===== src/rtl/uart_alu_sequencer_pkg.sv =====
// Shared definitions for the UART/ALU command sequencer: state encoding and
// data/opcode width defaults common to the ALU and UART blocks.
package uart_alu_sequencer_pkg;

  localparam int unsigned DefaultNBitsData = 8;
  localparam int unsigned DefaultNBitsOp   = 6;

  typedef enum logic [2:0] {
    StIdle   = 3'd0,
    StWaitB  = 3'd1,
    StWaitOp = 3'd2,
    StExec   = 3'd3,
    StWaitTx = 3'd4
  } state_e;

endpackage


===== src/rtl/uart_alu_sequencer_timeout.sv =====
// Inter-byte timeout counter: counts enabled cycles and flags the terminal
// count combinationally so the caller can arbitrate it against a new byte.
module uart_timeout_counter
  import uart_alu_sequencer_pkg::*;
#(
  parameter int unsigned TIMEOUT_CYCLES = 1000000,
  parameter int unsigned N_BITS_TMO     = $clog2(TIMEOUT_CYCLES)
) (
  input  logic clock,
  input  logic reset,
  input  logic clear,
  input  logic enable,
  output logic terminal
);

  localparam logic [N_BITS_TMO-1:0] TermCount = N_BITS_TMO'(TIMEOUT_CYCLES - 1);

  logic [N_BITS_TMO-1:0] count_q, count_d;

  assign terminal = enable && (count_q == TermCount);

  // Clear wins over enable; wrap to zero on the terminal count.
  always_comb begin
    count_d = count_q;
    if (clear) begin
      count_d = '0;
    end else if (enable) begin
      count_d = terminal ? '0 : count_q + N_BITS_TMO'(1);
    end
  end

  always_ff @(posedge clock) begin
    if (reset) begin
      count_q <= '0;
    end else begin
      count_q <= count_d;
    end
  end

endmodule


===== src/rtl/uart_alu_sequencer.sv =====
// Collects operand A, operand B and opcode from the UART receiver, drives the
// ALU, then sends the ALU result back through the UART transmitter.
module uart_alu_sequencer
  import uart_alu_sequencer_pkg::*;
#(
  parameter int unsigned N_BITS_DATA    = DefaultNBitsData,
  parameter int unsigned N_BITS_OP      = DefaultNBitsOp,
  parameter int unsigned TIMEOUT_CYCLES = 1000000,
  parameter int unsigned N_BITS_TMO     = $clog2(TIMEOUT_CYCLES)
) (
  input  logic                   clock,
  input  logic                   reset,
  input  logic                   rx_done_tick_i,
  input  logic [N_BITS_DATA-1:0] rx_data_i,
  input  logic [N_BITS_DATA-1:0] alu_result_i,
  input  logic                   tx_done_tick_i,
  output logic [N_BITS_DATA-1:0] alu_a_o,
  output logic [N_BITS_DATA-1:0] alu_b_o,
  output logic [N_BITS_OP-1:0]   alu_op_o,
  output logic [N_BITS_DATA-1:0] tx_data_o,
  output logic                   tx_start_o,
  output logic                   busy_o,
  output logic                   timeout_err_o,
  output logic                   drop_o
);

  state_e state_q, state_d;

  logic [N_BITS_DATA-1:0] alu_a_q, alu_a_d;
  logic [N_BITS_DATA-1:0] alu_b_q, alu_b_d;
  logic [N_BITS_OP-1:0]   alu_op_q, alu_op_d;
  logic [N_BITS_DATA-1:0] tx_data_q, tx_data_d;
  logic                   tx_start_q, tx_start_d;
  logic                   timeout_err_q, timeout_err_d;
  logic                   drop_q, drop_d;

  logic tmo_enable, tmo_clear, tmo_terminal;

  // Only partial commands are timed; any accepted byte restarts the window.
  assign tmo_enable = (state_q == StWaitB) || (state_q == StWaitOp);
  assign tmo_clear  = !tmo_enable || rx_done_tick_i;

  uart_timeout_counter #(
    .TIMEOUT_CYCLES (TIMEOUT_CYCLES),
    .N_BITS_TMO     (N_BITS_TMO)
  ) u_timeout (
    .clock    (clock),
    .reset    (reset),
    .clear    (tmo_clear),
    .enable   (tmo_enable),
    .terminal (tmo_terminal)
  );

  always_ff @(posedge clock) begin
    if (reset) begin
      state_q <= StIdle;
    end else begin
      state_q <= state_d;
    end
  end

  always_comb begin
    state_d = state_q;
    unique case (state_q)
      StIdle: begin
        if (rx_done_tick_i) state_d = StWaitB;
      end
      StWaitB: begin
        if (rx_done_tick_i)    state_d = StWaitOp;
        else if (tmo_terminal) state_d = StIdle;
      end
      StWaitOp: begin
        if (rx_done_tick_i)    state_d = StExec;
        else if (tmo_terminal) state_d = StIdle;
      end
      StExec: begin
        state_d = StWaitTx;
      end
      StWaitTx: begin
        if (tx_done_tick_i) state_d = StIdle;
      end
      default: begin
        state_d = StIdle;
      end
    endcase
  end

  always_comb begin
    alu_a_d       = alu_a_q;
    alu_b_d       = alu_b_q;
    alu_op_d      = alu_op_q;
    tx_data_d     = tx_data_q;
    tx_start_d    = 1'b0;
    timeout_err_d = 1'b0;
    drop_d        = 1'b0;
    unique case (state_q)
      StIdle: begin
        if (rx_done_tick_i) alu_a_d = rx_data_i;
      end
      StWaitB: begin
        if (rx_done_tick_i)    alu_b_d = rx_data_i;
        else if (tmo_terminal) timeout_err_d = 1'b1;
      end
      StWaitOp: begin
        if (rx_done_tick_i)    alu_op_d = rx_data_i[N_BITS_OP-1:0];
        else if (tmo_terminal) timeout_err_d = 1'b1;
      end
      StExec: begin
        tx_data_d  = alu_result_i;
        tx_start_d = 1'b1;
        drop_d     = rx_done_tick_i;
      end
      StWaitTx: begin
        drop_d = rx_done_tick_i;
      end
      default: begin
      end
    endcase
  end

  always_ff @(posedge clock) begin
    if (reset) begin
      alu_a_q       <= '0;
      alu_b_q       <= '0;
      alu_op_q      <= '0;
      tx_data_q     <= '0;
      tx_start_q    <= 1'b0;
      timeout_err_q <= 1'b0;
      drop_q        <= 1'b0;
    end else begin
      alu_a_q       <= alu_a_d;
      alu_b_q       <= alu_b_d;
      alu_op_q      <= alu_op_d;
      tx_data_q     <= tx_data_d;
      tx_start_q    <= tx_start_d;
      timeout_err_q <= timeout_err_d;
      drop_q        <= drop_d;
    end
  end

  assign alu_a_o       = alu_a_q;
  assign alu_b_o       = alu_b_q;
  assign alu_op_o      = alu_op_q;
  assign tx_data_o     = tx_data_q;
  assign tx_start_o    = tx_start_q;
  assign timeout_err_o = timeout_err_q;
  assign drop_o        = drop_q;
  assign busy_o        = (state_q != StIdle);

endmodule

===== config.mk =====
export PLATFORM = sky130hd
export DESIGN_NAME = uart_alu_sequencer
export DESIGN_NICKNAME = d
export VERILOG_FILES = /design/src/rtl/uart_alu_sequencer_pkg.sv /design/src/rtl/uart_alu_sequencer_timeout.sv /design/src/rtl/uart_alu_sequencer.sv
export SDC_FILE = /design/constraint.sdc
export NUM_CORES = 1
export LEC_CHECK = 0
export BUFFER_PORTS_ARGS = -buffer_cell sky130_fd_sc_hd__buf_2
export CORE_MARGIN = 2
export CORE_UTILIZATION = 30
export CTS_CLUSTER_SIZE = 16
export DETAILED_ROUTE_END_ITERATION = 10
export SETUP_SLACK_MARGIN = 0.15
export SYNTH_ARGS = -nofsm -noshare
export SYNTH_HDL_FRONTEND = slang
export SYNTH_SLANG_ARGS = --single-unit

===== constraint.sdc =====
create_clock -name clock -period 4 [get_ports clock]
set_input_delay 0.2 -clock clock [delete_from_list [all_inputs] [get_ports clock]]
set_output_delay 0.2 -clock clock [all_outputs]
set_load 0.03 [all_outputs]

Yosys cells after proc, flatten, opt, wreduce, memory -nomap -nowiden

Cells that the tools add are included.

Flip-flop bits (word level): 56
Latch bits: 0
RAM bits: 0
Memory bits (read-only): 0
Input bits: 20
Output and inout port bits: 34
Word-level logic and storage cells: 43
Memories: 0

Add/subtract/negate cells: 1
Multipliers: 0
Divide/modulo/power cells: 0
Magnitude comparators: 0
Equality and inequality tests: 7
Shift operators: 0
Muxes and demuxes: 9
Bitwise operators: 2
Reduce and logical (&&, ||, !) cells: 15

Operators by type and width:

| operator              | number |
|---|---|
| $add 20x1->20 const B | 1 |
| $eq 20x20->1 const B  | 1 |
| $mux 20               | 1 |
| $mux 3                | 5 |
| $pmux 3 s5            | 1 |
| $reduce_and 2->1      | 4 |
| $reduce_or 2->1       | 4 |
| $eq 3x2->1 const B    | 2 |
| $ne 2x2->1 const B    | 2 |
| $eq 3x1->1 const B    | 1 |
| $eq 3x3->1 const B    | 1 |
| $logic_not 3->1       | 1 |
| $reduce_bool 3->1     | 1 |
| $reduce_or 3->1       | 1 |
| $logic_or 1x1->1      | 2 |
| $mux 1                | 2 |
| $not 1->1             | 2 |
| $logic_and 1x1->1     | 1 |
| $logic_not 1->1       | 1 |

Logic depth before layout (Yosys ltp)

Gate-level depths: netlist of the first run.

Depth after elaboration: 6
Mapped depth: 6
Mapped depth without buffers: 5

Hierarchy

A second synthesis of the first run with hierarchy kept.

Cell total of the unflattened synthesis: 258
Area total of the unflattened synthesis: 2,392.3 µm²

Modules (own cells, without submodules):

| module               | times used | cells an instance | area an instance (µm²) | sequential area each (µm²) |
|---|---|---|---|---|
| uart_alu_sequencer   | 1          | 148               | 1,391.3                | 720.7 |
| uart_timeout_counter | 1          | 110               | 1,001.0                | 400.4 |

Worst setup path before layout of the first run

No wires, ideal clock.

Path type: reg2reg
Start: register state_q[0]
End: register u_timeout.count_q[14]
Library setup time: 0.071 ns
Arrival time: 1.842 ns
Required time: 3.929 ns
Path slack: 2.087 ns
Cell stages (with the launch flop): 7
Buffers on the path: 2
Period minus slack after synthesis: 1.913 ns
Cell sequence: dfxtp_1 buf_6 xnor2_2 or4b_1 buf_2 or4_1 a21oi_1

Cells in the longest elaborated chain, start to end: 5
Elaborated cells on any way between the ends: 8
Those cells by class: eq/ne (2); mux (1); reduce/logical (5)

RTL lines:

| what                                     | RTL line                         | text |
|---|---|---|
| start: declaration                       | uart_alu_sequencer.sv:27         | `state_e state_q, state_d;` |
| start signal: assignment                 | uart_alu_sequencer.sv:56         | `state_q <= StIdle;` |
| start signal: assignment                 | uart_alu_sequencer.sv:58         | `state_q <= state_d;` |
| $eq 3x1->1 or $eq 3x2->1 (tied branches) | uart_alu_sequencer.sv:40         | `assign tmo_enable = (state_q == StWaitB) \|\| (state_q == StWaitOp);` |
| $logic_or 1x1->1 *                       | uart_alu_sequencer.sv:40         |  |
| $logic_not 1->1                          | uart_alu_sequencer.sv:41         | `assign tmo_clear = !tmo_enable \|\| rx_done_tick_i;` |
| $logic_or 1x1->1                         | uart_alu_sequencer.sv:41         |  |
| $reduce_or 2->1 (no source line)         | -                                |  |
| end signal: assignment                   | uart_alu_sequencer_timeout.sv:36 | `count_q <= count_d;` |
| end: declaration                         | uart_alu_sequencer_timeout.sv:18 | `logic [N_BITS_TMO-1:0] count_q, count_d;` |

Mark *: on every way between the ends. The rest lies on a longest branch, timed or not.
A chain may end at the register's enable or synchronous reset.

Worst setup path after layout of the first run

Start: register state_q[1]
End: register u_timeout.count_q[16]

The elaborated chain is that of the path after synthesis.

==> results of run 1 <==
==> where the power goes <==
part	internal (mW)	leakage [nW]	total (mW)	switching, mW
Clock	0.186	0.0552	0.364	0.178
Combinational	0.0384	0.560	0.117	0.0788
Sequential	0.573	0.453	0.585	0.0123
Total	0.797	1.07	1.07	0.269
==> flip-flops by register name (all words and copies together) (netlist names) <==
name,flops
drop_o,1
timeout_err_o,1
alu_a_o,8
tx_data_o,8
u_timeout.count_q,20
alu_b_o,8
state_q,3
tx_start_o,1
alu_op_o,6
==> critical path: stages, from the launching register on <==
cell and delay (ps):
dfxtp_1 550, xnor2_2 190, or4b_1 670, or4_1 540, a21oi_1 140
==> kinds of logic after synthesis <==
family | count (synthesis)
adder cells (fa/ha/maj) | 1
XOR/XNOR | 10
AND/OR/NAND/NOR | 120
multiplexers | 14
flip-flops | 56
AO/OA/AOI/OAI | 42
buffers and inverters | 17
==> cell usage after synthesis (all sizes together), types with 5 or more instances <==
cell	n	area share
dfxtp	56	0.49
nand2	39	0.064
nor2	28	0.046
a21oi	27	0.059
mux2i	14	0.061
or3	10	0.027
clkbuf	9	0.015
nand3	9	0.020
o21ai	7	0.015
or4	7	0.023
o31ai	6	0.022
nand4	5	0.014
xnor2	5	0.022
xor2	5	0.019
==> cell type report <==
cell class              instances  share of cell area
clock buffers                   6              0.0266
clock inverters                 2              0.0128
inverters                       4             0.00550
multi-input cells             187               0.399
flip-flops and latches         56               0.411
well taps                      99              0.0454
repair buffers                 54               0.100
==> worst paths after layout <==
check / startpoint / endpoint / cells past startpoint
max: state_q[1] / u_timeout.count_q[16] / 4
min: alu_result_i[6] / tx_data_o[6] / 3
max reg2reg: state_q[1] / u_timeout.count_q[16] / 4
min reg2reg: alu_a_o[3] / alu_a_o[3] / 2
==> per-layer routing <==
| metal | GRT usage | vias to the layer above | wire length, um |
|---|---|---|---|
| li1 | - | 1000 | - |
| met1 | 0.148 | 890 | 2360 |
| met2 | 0.206 | 46 | 2330 |
| met3 | 0.0481 | 5 | 371 |
| met4 | 0.0303 | 0 | 55 |
| met5 | 0 | - | 0 |
==> through the flow <==
step	setup WS [ps]	hold slack, ps	std cells	area [um2]	util
2_1_floorplan	2090	330	260	2280	-
3_3_place_gp	1910	431	400	2620	0.358
3_5_place_dp	1870	437	400	2620	0.358
4_1_cts	1840	111	408	2730	0.372
5_1_grt	1670	111	408	2730	0.372
6_report	1840	121	408	2730	0.372
==> metrics.log, run 1 <==
[metrics] share of async-settable or async-resettable flops after synthesis: 0
[metrics] diodes inserted: 0
[metrics] antenna violations before repair: 0
[metrics] warnings from Yosys: 0
[metrics] PwrDens: between 300 and 400 nW/um2
[metrics] number of buffers created by CTS: 5
[metrics] hpwl dp: between 3 and 4 mm
[metrics] worst-case vdd ir drop: between 0.2 and 0.25 mV
[metrics] per-cell via count in the routed design: ~4.8
[metrics] Synth Cell Area: ~2300 um2
[metrics] sum of internal, switching and leakage power: roughly 1.1 mW
[metrics] remaining routing DRC violations: 0
[metrics] global-route wire length before repair: 8.39 mm
[metrics] adder-cell area share of the yosys netlist: 0.00548
[metrics] number of design-rule violations left by the first detailed-router iteration: 39
[metrics] final number of max-transition violations: 0
[metrics] setup total negative slack: 0 ps
[metrics] fraction of the mapped netlist area in compound gates: 0.104
[metrics] WP data required: between 4000 and 5000 ps
[metrics] synthesis-to-finish area growth: 19.4%
[metrics] number of antenna-violating nets in the routed design: 0
[metrics] Crit Path Max Fanout: 11
[metrics] Die Y-Extent: a little over 90 um
[metrics] most common library cell in the layout ignoring fill and taps: dfxtp_1
[metrics] total global routing overflow: 0
[metrics] clock-pin transition on the worst setup and hold timing paths: ~90 ps
[metrics] timing-limited maximum frequency: between 0.4 and 0.5 GHz
[metrics] minimum clock period after layout: between 2000 and 2500 ps
[metrics] max-capacitance violation count: 0
[metrics] xor and xnor fraction of the mapped netlist area: 0.0416
[metrics] FF/Latch Area: roughly 1100 um2
[metrics] multiplexer share of the synthesized area: 0.0613
[metrics] Post-Synthesis Net Count: approximately 280
[metrics] number of buffers added on ports: 53
[metrics] #FFs+latches synth: 56
[metrics] sequential element share of the synthesized area: 0.491
[metrics] Wirelength per Cell: between 10 and 15 um
[metrics] ratio of cells with drive above 1 in the final layout: 0.207
[metrics] post-synthesis simple-gate area fraction: 0.265
[metrics] router iterations before antenna repair: 4
[metrics] Critical Setup Path Class: reg2reg
[metrics] Min-Delay Path Class: in2reg
[metrics] Routability Congestion: around 0.79
[metrics] share of the clock period used by the worst path: 0.541
[metrics] clock latency reported for the late side of the worst-skew pair: 310 ps
[metrics] R2R Setup Slk: 1840 ps
[metrics] cell leakage power: about 1.1 nW
[metrics] Core ar.: approximately 7300 um2
[metrics] instance count of the mapped netlist: 260
[metrics] Max Root-Sink Buffers: 2
[metrics] main combinational cell family by area after synthesis: simple AND/OR/NAND/NOR gates
[metrics] CTS resizes: 0
[metrics] Top-Level Pins: 54
[metrics] floorplan die area: 8330 um2
[metrics] average cell area after synthesis: between 8 and 9 um2
[metrics] net count reported at finish: between 300 and 400
[metrics] postcts setup bufs: 0
[metrics] final-layout fill cell count: between 700 and 800
[metrics] Hold Violations, Final: 0
[metrics] Worst Clk Skew: about 7.4 ps
[metrics] setup repair after global routing missed its margin: no
[metrics] actual transition at the worst max-transition pin: roughly 900 ps
[metrics] vias in the first global route: approximately 1.8k
[metrics] final routed wirelength across all metal layers: 5.12 mm
[metrics] element type at the critical path start: flop
[metrics] root cell of the clock tree: clkbuf_8
[metrics] count of hold buffers inserted by post-cts repair: 0
[metrics] total number of vias: slightly below 2k
[metrics] arrival time at the worst endpoint: 2400 ps
[metrics] DIE WIDTH: 91.3 um
[metrics] final-report setup violation count: 0
[metrics] largest net degree at the start of global routing: 38
[metrics] multi-input logic area: 1090 um2
[metrics] Netlist cell types: 34
[metrics] most frequent cells in the layout: dfxtp_1, buf_2, nand2_1
[metrics] count of H-tree levels built during CTS: 2
[metrics] CTS tree: done
[metrics] CP endpoint kind: flop
[metrics] run status: finished, final reports clean
[metrics] clock sink count: 56
[metrics] max_slew headroom: 0.407
[metrics] count of flip-flops with a built-in enable after synthesis: 0
[metrics] total global routing track utilization: 0.123
[metrics] row count: 31
[metrics] main flop type after synthesis: dfxtp_1
[metrics] Initial Util: 0.312
(Power assumes the default switching activity.)
==> run 2, diff against run 1 <==
clock period = 2 ns   (was 4 ns; I/O delays follow)
==> run 2 against run 1 <==
Via count grew 3.9%; sequential share of layout area shrank 2.2 points; register-to-register slack worse by 1700 ps; non-clock buffer count increased by 17; critical path depth grew 1; core utilization rose by 2.4 points; combinational power increased by 130%; count of clock-buffer cells in the layout down 1; clock skew increased by 10 ps; worst hold slack worse by 120 ps; setup slack got worse by 1700 ps; maximum frequency is 17% higher; largest cell class is now multi-input combinational cells.
==> metrics.log, run 2 (synthesized netlist as in run 1, its figures left out) <==
[metrics] number of buffers created by CTS: 5
[metrics] Crit Path Max Fanout: 8
[metrics] DIE WIDTH: slightly above 90 um
[metrics] Hold Violations, Final: 0
[metrics] clock-pin transition on the worst setup and hold timing paths: between 100 and 150 ps
[metrics] number of design-rule violations left by the first detailed-router iteration: approximately 80
[metrics] cell leakage power: 1.16 nW
[metrics] total global routing overflow: 0
[metrics] Most flops, register: u_timeout.count_q
[metrics] Wirelength per Cell: between 10 and 15 um
[metrics] actual transition at the worst max-transition pin: 583 ps
[metrics] setup total negative slack: 0 ps
[metrics] router iterations before antenna repair: 4
[metrics] setup repair after global routing missed its margin: yes
[metrics] root cell of the clock tree: clkbuf_8
[metrics] total placed cells including tap cells: ~410
[metrics] CTS tree: done
[metrics] Hold Startpoint: alu_result_i[5]
[metrics] met2 wire len: 2.38 mm
[metrics] final number of max-transition violations: 0
[metrics] PwrDens: between 700 and 800 nW/um2
[metrics] FF/Latch Area: ~1100 um2
[metrics] Die Y-Extent: 91.3 um
[metrics] worst reg2reg path startpoint: u_timeout.count_q[0]
[metrics] final-layout fill cell count: 738
[metrics] final routed wirelength across all metal layers: between 5 and 6 mm
[metrics] Critical Setup Path Class: reg2reg
[metrics] synthesis-to-finish area growth: 27.0%
[metrics] Max Root-Sink Buffers: 2
[metrics] max_slew headroom: 0.610
[metrics] total number of vias: ~2.0k
[metrics] global-route wire length before repair: about 9.1 mm
[metrics] timing-limited maximum frequency: 0.542 GHz
[metrics] Min-Delay Path Class: in2reg
[metrics] net count reported at finish: 346
[metrics] per-cell via count in the routed design: 4.75
[metrics] cell area reported after detailed placement: 2760 um2
[metrics] row count: 31
[metrics] floorplan die area: about 8300 um2
[metrics] clock sink count: 56
[metrics] minimum clock period after layout: 1840 ps
[metrics] design area: 2900 um2
[metrics] largest net degree at the start of global routing: 36
[metrics] number of buffers added on ports: 53
[metrics] arrival time at the worst endpoint: 2110 ps
[metrics] R2R Setup Slk: approximately 160 ps
[metrics] Initial Util: 0.312
[metrics] ratio of cells with drive above 1 in the final layout: 0.279
[metrics] remaining routing DRC violations: 0
[metrics] final core utilization: 0.396
[metrics] clock latency reported for the late side of the worst-skew pair: ~320 ps
[metrics] routed length on met3: between 400 and 500 um
[metrics] run status: finished, final reports clean
[metrics] uppermost layer routed: met4
[metrics] WP data required: approximately 2300 ps
[metrics] worst-case vdd ir drop: roughly 0.41 mV
[metrics] most common library cell in the layout ignoring fill and taps: buf_2
[metrics] Critical-path top delay cell: or4b_4
[metrics] most frequent cells in the layout: buf_2, dfxtp_1, nand2_1
[metrics] post-placement worst setup slack: ~46 ps
[metrics] element type at the critical path start: flop
[metrics] total global routing track utilization: 0.132
[metrics] met1 wire length: approximately 2.5 mm
[metrics] hpwl dp: 3.78 mm
[metrics] WHS Endpoint: tx_data_o[5]
[metrics] Worst Clk Skew: 17.7 ps
[metrics] vias in the first global route: around 2k
[metrics] CP endpoint kind: flop
[metrics] Hold Path Depth: 3
[metrics] crit path setup slack, layout: approximately 160 ps
[metrics] Reg2Reg Capture Point: u_timeout.count_q[14]
[metrics] sum of internal, switching and leakage power: 2.12 mW
[metrics] series of cell instances along the critical path: ha_4, nand3_2, or4b_4, or4_1, a21oi_1
[metrics] CP delay by family, top: simple AND/OR/NAND/NOR gates
[metrics] final-report setup violation count: 0
[metrics] flip-flop count of the largest register, all copies and words added: 20
[metrics] WHS: ~3.8 ps
[metrics] antenna violations before repair: 0
[metrics] Buf/Inv on CP: 0
[metrics] Non-Filler Instances: between 400 and 500
[metrics] max-capacitance violation count: 0
[metrics] share of the clock period used by the worst path: 0.922
[metrics] Core ar.: 7330 um2
[metrics] Slowest Stage Delay on Critical Path: just under 600 ps
[metrics] number of antenna-violating nets in the routed design: 0
[metrics] count of H-tree levels built during CTS: 2
[metrics] multi-input logic area: 1130 um2
[metrics] Routability Congestion: between 0.7 and 0.8
[metrics] Register-to-Register Path Depth: 5
[metrics] Top-Level Pins: 54
[metrics] diodes inserted: 0
[run 2: worst max-delay path by stage]
stage	depth (start not counted)	to	from
final	5	u_timeout.count_q[14]	u_timeout.count_q[0]
after global routing	5	u_timeout.count_q[16]	u_timeout.count_q[0]
after CTS	5	u_timeout.count_q[14]	u_timeout.count_q[1]
after detailed placement	5	u_timeout.count_q[14]	u_timeout.count_q[1]
after global placement	5	u_timeout.count_q[14]	u_timeout.count_q[1]
after floorplan	6	u_timeout.count_q[14]	u_timeout.count_q[1]
[run 2: power by group]
part,switching (mW),internal (mW),leakage [nW],total [mW]
sequential,0.0192,1.15,0.456,1.17
combinational,0.172,0.0956,0.648,0.268
clock,0.419,0.266,0.0511,0.685
[run 2: timing repair]
action                                  4_1_cts  5_1_grt
endpoints found under the setup margin        4       20
hold buffers                                  1        0
resized for setup                             2        5
pin swaps                                     0        2
buffers inserted                              0        2
endpoints found under the hold margin         1        0
gates cloned                                  0        0
[run 2: routing by layer]
metal / track usage / up-vias
li1: - / 1038
met1: 0.161 / 920
met2: 0.214 / 55
met3: 0.0539 / 4
met4: 0.0354 / 0
met5: 0 / -
[run 2: worst min-delay path: stages]
cell and delay (ps):
buf_2 80, mux2i_1 50, nor2_1 70
[run 2: area by class of cell]
class	instances	share of cell area
Multi-Input combinational cell	187	0.391
Sequential cell	56	0.389
Timing Repair Buffer	71	0.139
Tap cell	99	0.0427
Clock buffer	5	0.0237
Clock inverter	3	0.00992
Inverter	4	0.00517
==> run 3, diff against run 2 <==
CORE_UTILIZATION = 52   (was 30)
PLACE_DENSITY = 0.78   (was default)
==> run 3 against run 2 <==
Global-route usage increased by 6.8 points; setup slack improved by 19 ps; sequential power barely moved; critical endpoint is now u_timeout.count_q[18]; non-clock buffer count down 1; clock skew down 0.83 ps; sequential share of layout area increased by 0.55 points; cell area is 1.5% lower; flip-flop and latch count is the same; via count increased by 1.5%.
==> metrics.log, run 3 (synthesized netlist as in run 1, its figures left out) <==
[metrics] PwrDens: just over 700 nW/um2
[metrics] sequential share of power: 0.565
[metrics] multi-input logic area: about 1200 um2
[metrics] Wirelength per Cell: 13.7 um
[metrics] GR Util met2: 0.330
[metrics] count of H-tree levels built during CTS: 2
[metrics] number of buffers added on ports: 53
[metrics] element type at the critical path start: flop
[metrics] DIE WIDTH: about 70 um
[metrics] per-cell via count in the routed design: ~5.4
[metrics] minimum clock period after layout: between 1500 and 2000 ps
[metrics] antenna violations before repair: 0
[metrics] final-layout fill cell count: about 370
[metrics] timing-limited maximum frequency: between 0.5 and 0.6 GHz
[metrics] Min-Delay Path Class: in2reg
[metrics] routing usage on met3: 0.0404
[metrics] Top-Level Pins: 54
[metrics] Most flops, register: u_timeout.count_q
[metrics] Max Root-Sink Buffers: 2
[metrics] total global routing overflow: 0
[metrics] final core utilization: 0.666
[metrics] Clock power frac: 0.304
[metrics] hpwl dp: 3.55 mm
[metrics] Crit Path Max Fanout: 5
[metrics] ratio of cells with drive above 1 in the final layout: 0.289
[metrics] diodes inserted: 0
[metrics] sum of internal, switching and leakage power: approximately 2.1 mW
[metrics] cell leakage power: around 1.2 nW
[metrics] CTS tree: done
[metrics] run status: finished, final reports clean
[metrics] Switching Fraction: 0.276
[metrics] clock sink count: 56
[metrics] WP data required: about 2300 ps
[metrics] GR Layer Usage met1: 0.248
[metrics] busiest metal layer after global routing: met2
[metrics] total number of vias: about 2k
[metrics] most common library cell in the layout ignoring fill and taps: buf_2
[metrics] Worst Clk Skew: roughly 17 ps
[metrics] worst-case vdd ir drop: about 0.47 mV
[metrics] total global routing track utilization: 0.200
[metrics] vias in the first global route: 1868
[metrics] FF/Latch Area: ~1100 um2
[metrics] global-route wire length before repair: roughly 8.0 mm
[metrics] Routability Congestion: between 0.8 and 0.9
[metrics] remaining routing DRC violations: 0
[metrics] share of the clock period used by the worst path: 0.913
[metrics] number of design-rule violations left by the first detailed-router iteration: 88
[metrics] Comb power frac: 0.131
[metrics] Die Y-Extent: around 70 um
[metrics] flip-flop count of the largest register, all copies and words added: 20
[metrics] row count: 24
[metrics] floorplan die area: slightly below 5000 um2
[metrics] final number of max-transition violations: 0
[metrics] Core ar.: between 4000 and 5000 um2
[metrics] Critical Setup Path Class: reg2reg
[metrics] R2R Setup Slk: 170 ps
[metrics] total placed cells including tap cells: roughly 360
[metrics] number of antenna-violating nets in the routed design: 0
[metrics] clock-pin transition on the worst setup and hold timing paths: 100 ps
[metrics] switching pwr: about 0.57 mW
[metrics] root cell of the clock tree: clkbuf_8
[metrics] Initial Util: 0.532
[metrics] clock latency reported for the late side of the worst-skew pair: between 300 and 400 ps
[metrics] arrival time at the worst endpoint: about 2100 ps
[metrics] router iterations before antenna repair: 4
[metrics] WHS: between 8 and 9 ps
[metrics] Non-Filler Instances: about 380
[metrics] net count reported at finish: about 350
[metrics] cell internal power dissipation: approximately 1.5 mW
[metrics] final-report setup violation count: 0
[metrics] most frequent cells in the layout: buf_2, dfxtp_1, nand2_1
[metrics] setup repair after global routing missed its margin: yes
[metrics] number of buffers created by CTS: 5
[metrics] actual transition at the worst max-transition pin: approximately 560 ps
[metrics] CP endpoint kind: flop
[metrics] synthesis-to-finish area growth: 25.1%
[metrics] Hold Violations, Final: 0
[metrics] max-capacitance violation count: 0
[metrics] setup total negative slack: 0 ps
[metrics] final routed wirelength across all metal layers: 5.15 mm
[metrics] max_slew headroom: 0.620
[metrics] largest net degree at the start of global routing: 36
-- run 3: changes by cell type in the layout (fill, tap and decap cells not counted), sizes merged --
cell and delta:
inv -2, clkinvlp +1, clkinv +1, buf -1
-- run 3: stage by stage --
| step | area, um2 | setup slack, ps |
|---|---|---|
| after floorplan | 2330 | 143 |
| after global placement | 2690 | 108 |
| after detailed placement | 2690 | 9.17 |
| after CTS | 2820 | 119 |
| after global routing | 2860 | 99.0 |
| final | 2860 | 174 |
-- run 3: path summary, 6_finish.rpt --
| path | from | to | cells after the start |
|---|---|---|---|
| worst max-delay path | u_timeout.count_q[1] | u_timeout.count_q[18] | 5 |
| worst min register to register | alu_b_o[7] | alu_b_o[7] | 2 |
| worst min-delay path | alu_result_i[0] | tx_data_o[0] | 3 |
| worst max register to register | u_timeout.count_q[1] | u_timeout.count_q[18] | 5 |
-- run 3: power groups by stage --
stage / Sequential (mW) / Clock, mW / Combinational [mW]
2_1_floorplan: 1.24 / 0 / 0.128
5_1_grt: 1.17 / 0.677 / 0.291
6_report: 1.17 / 0.627 / 0.271
4_1_cts: 1.17 / 0.635 / 0.268
3_3_place_gp: 1.19 / 0 / 0.259
3_5_place_dp: 1.19 / 0 / 0.265
-- run 3: critical path: stages, from the launching register on --
cell	delay [ps]
dfxtp_2	360
ha_4	140
nand3_2	70
or4b_4	560
or4_4	530
a21oi_2	120
-- run 3: area by class of cell --
| type | instances | area share |
|---|---|---|
| clock buffers | 5 | 0.0241 |
| clock inverters | 3 | 0.00744 |
| inverters | 4 | 0.00525 |
| multi-input cells | 187 | 0.403 |
| flip-flops and latches | 56 | 0.394 |
| well taps | 52 | 0.0228 |
| repair buffers | 70 | 0.143 |
-- run 3: repair_timing --
action                                 in CTS  in global routing
setup buffers                               4                  1
pin swaps                                   4                  8
cloned                                      0                  0
hold buffers                                0                  1
gates resized for setup                     3                  8
setup endpoints to repair                   4                 20
endpoints found under the hold margin       0                  1
-- run 3: per-layer routing --
metal  share of wire  wire [um]
met2            0.48       2500
met3           0.034        176
met1            0.46       2390
met4           0.017         90
met5               0          0
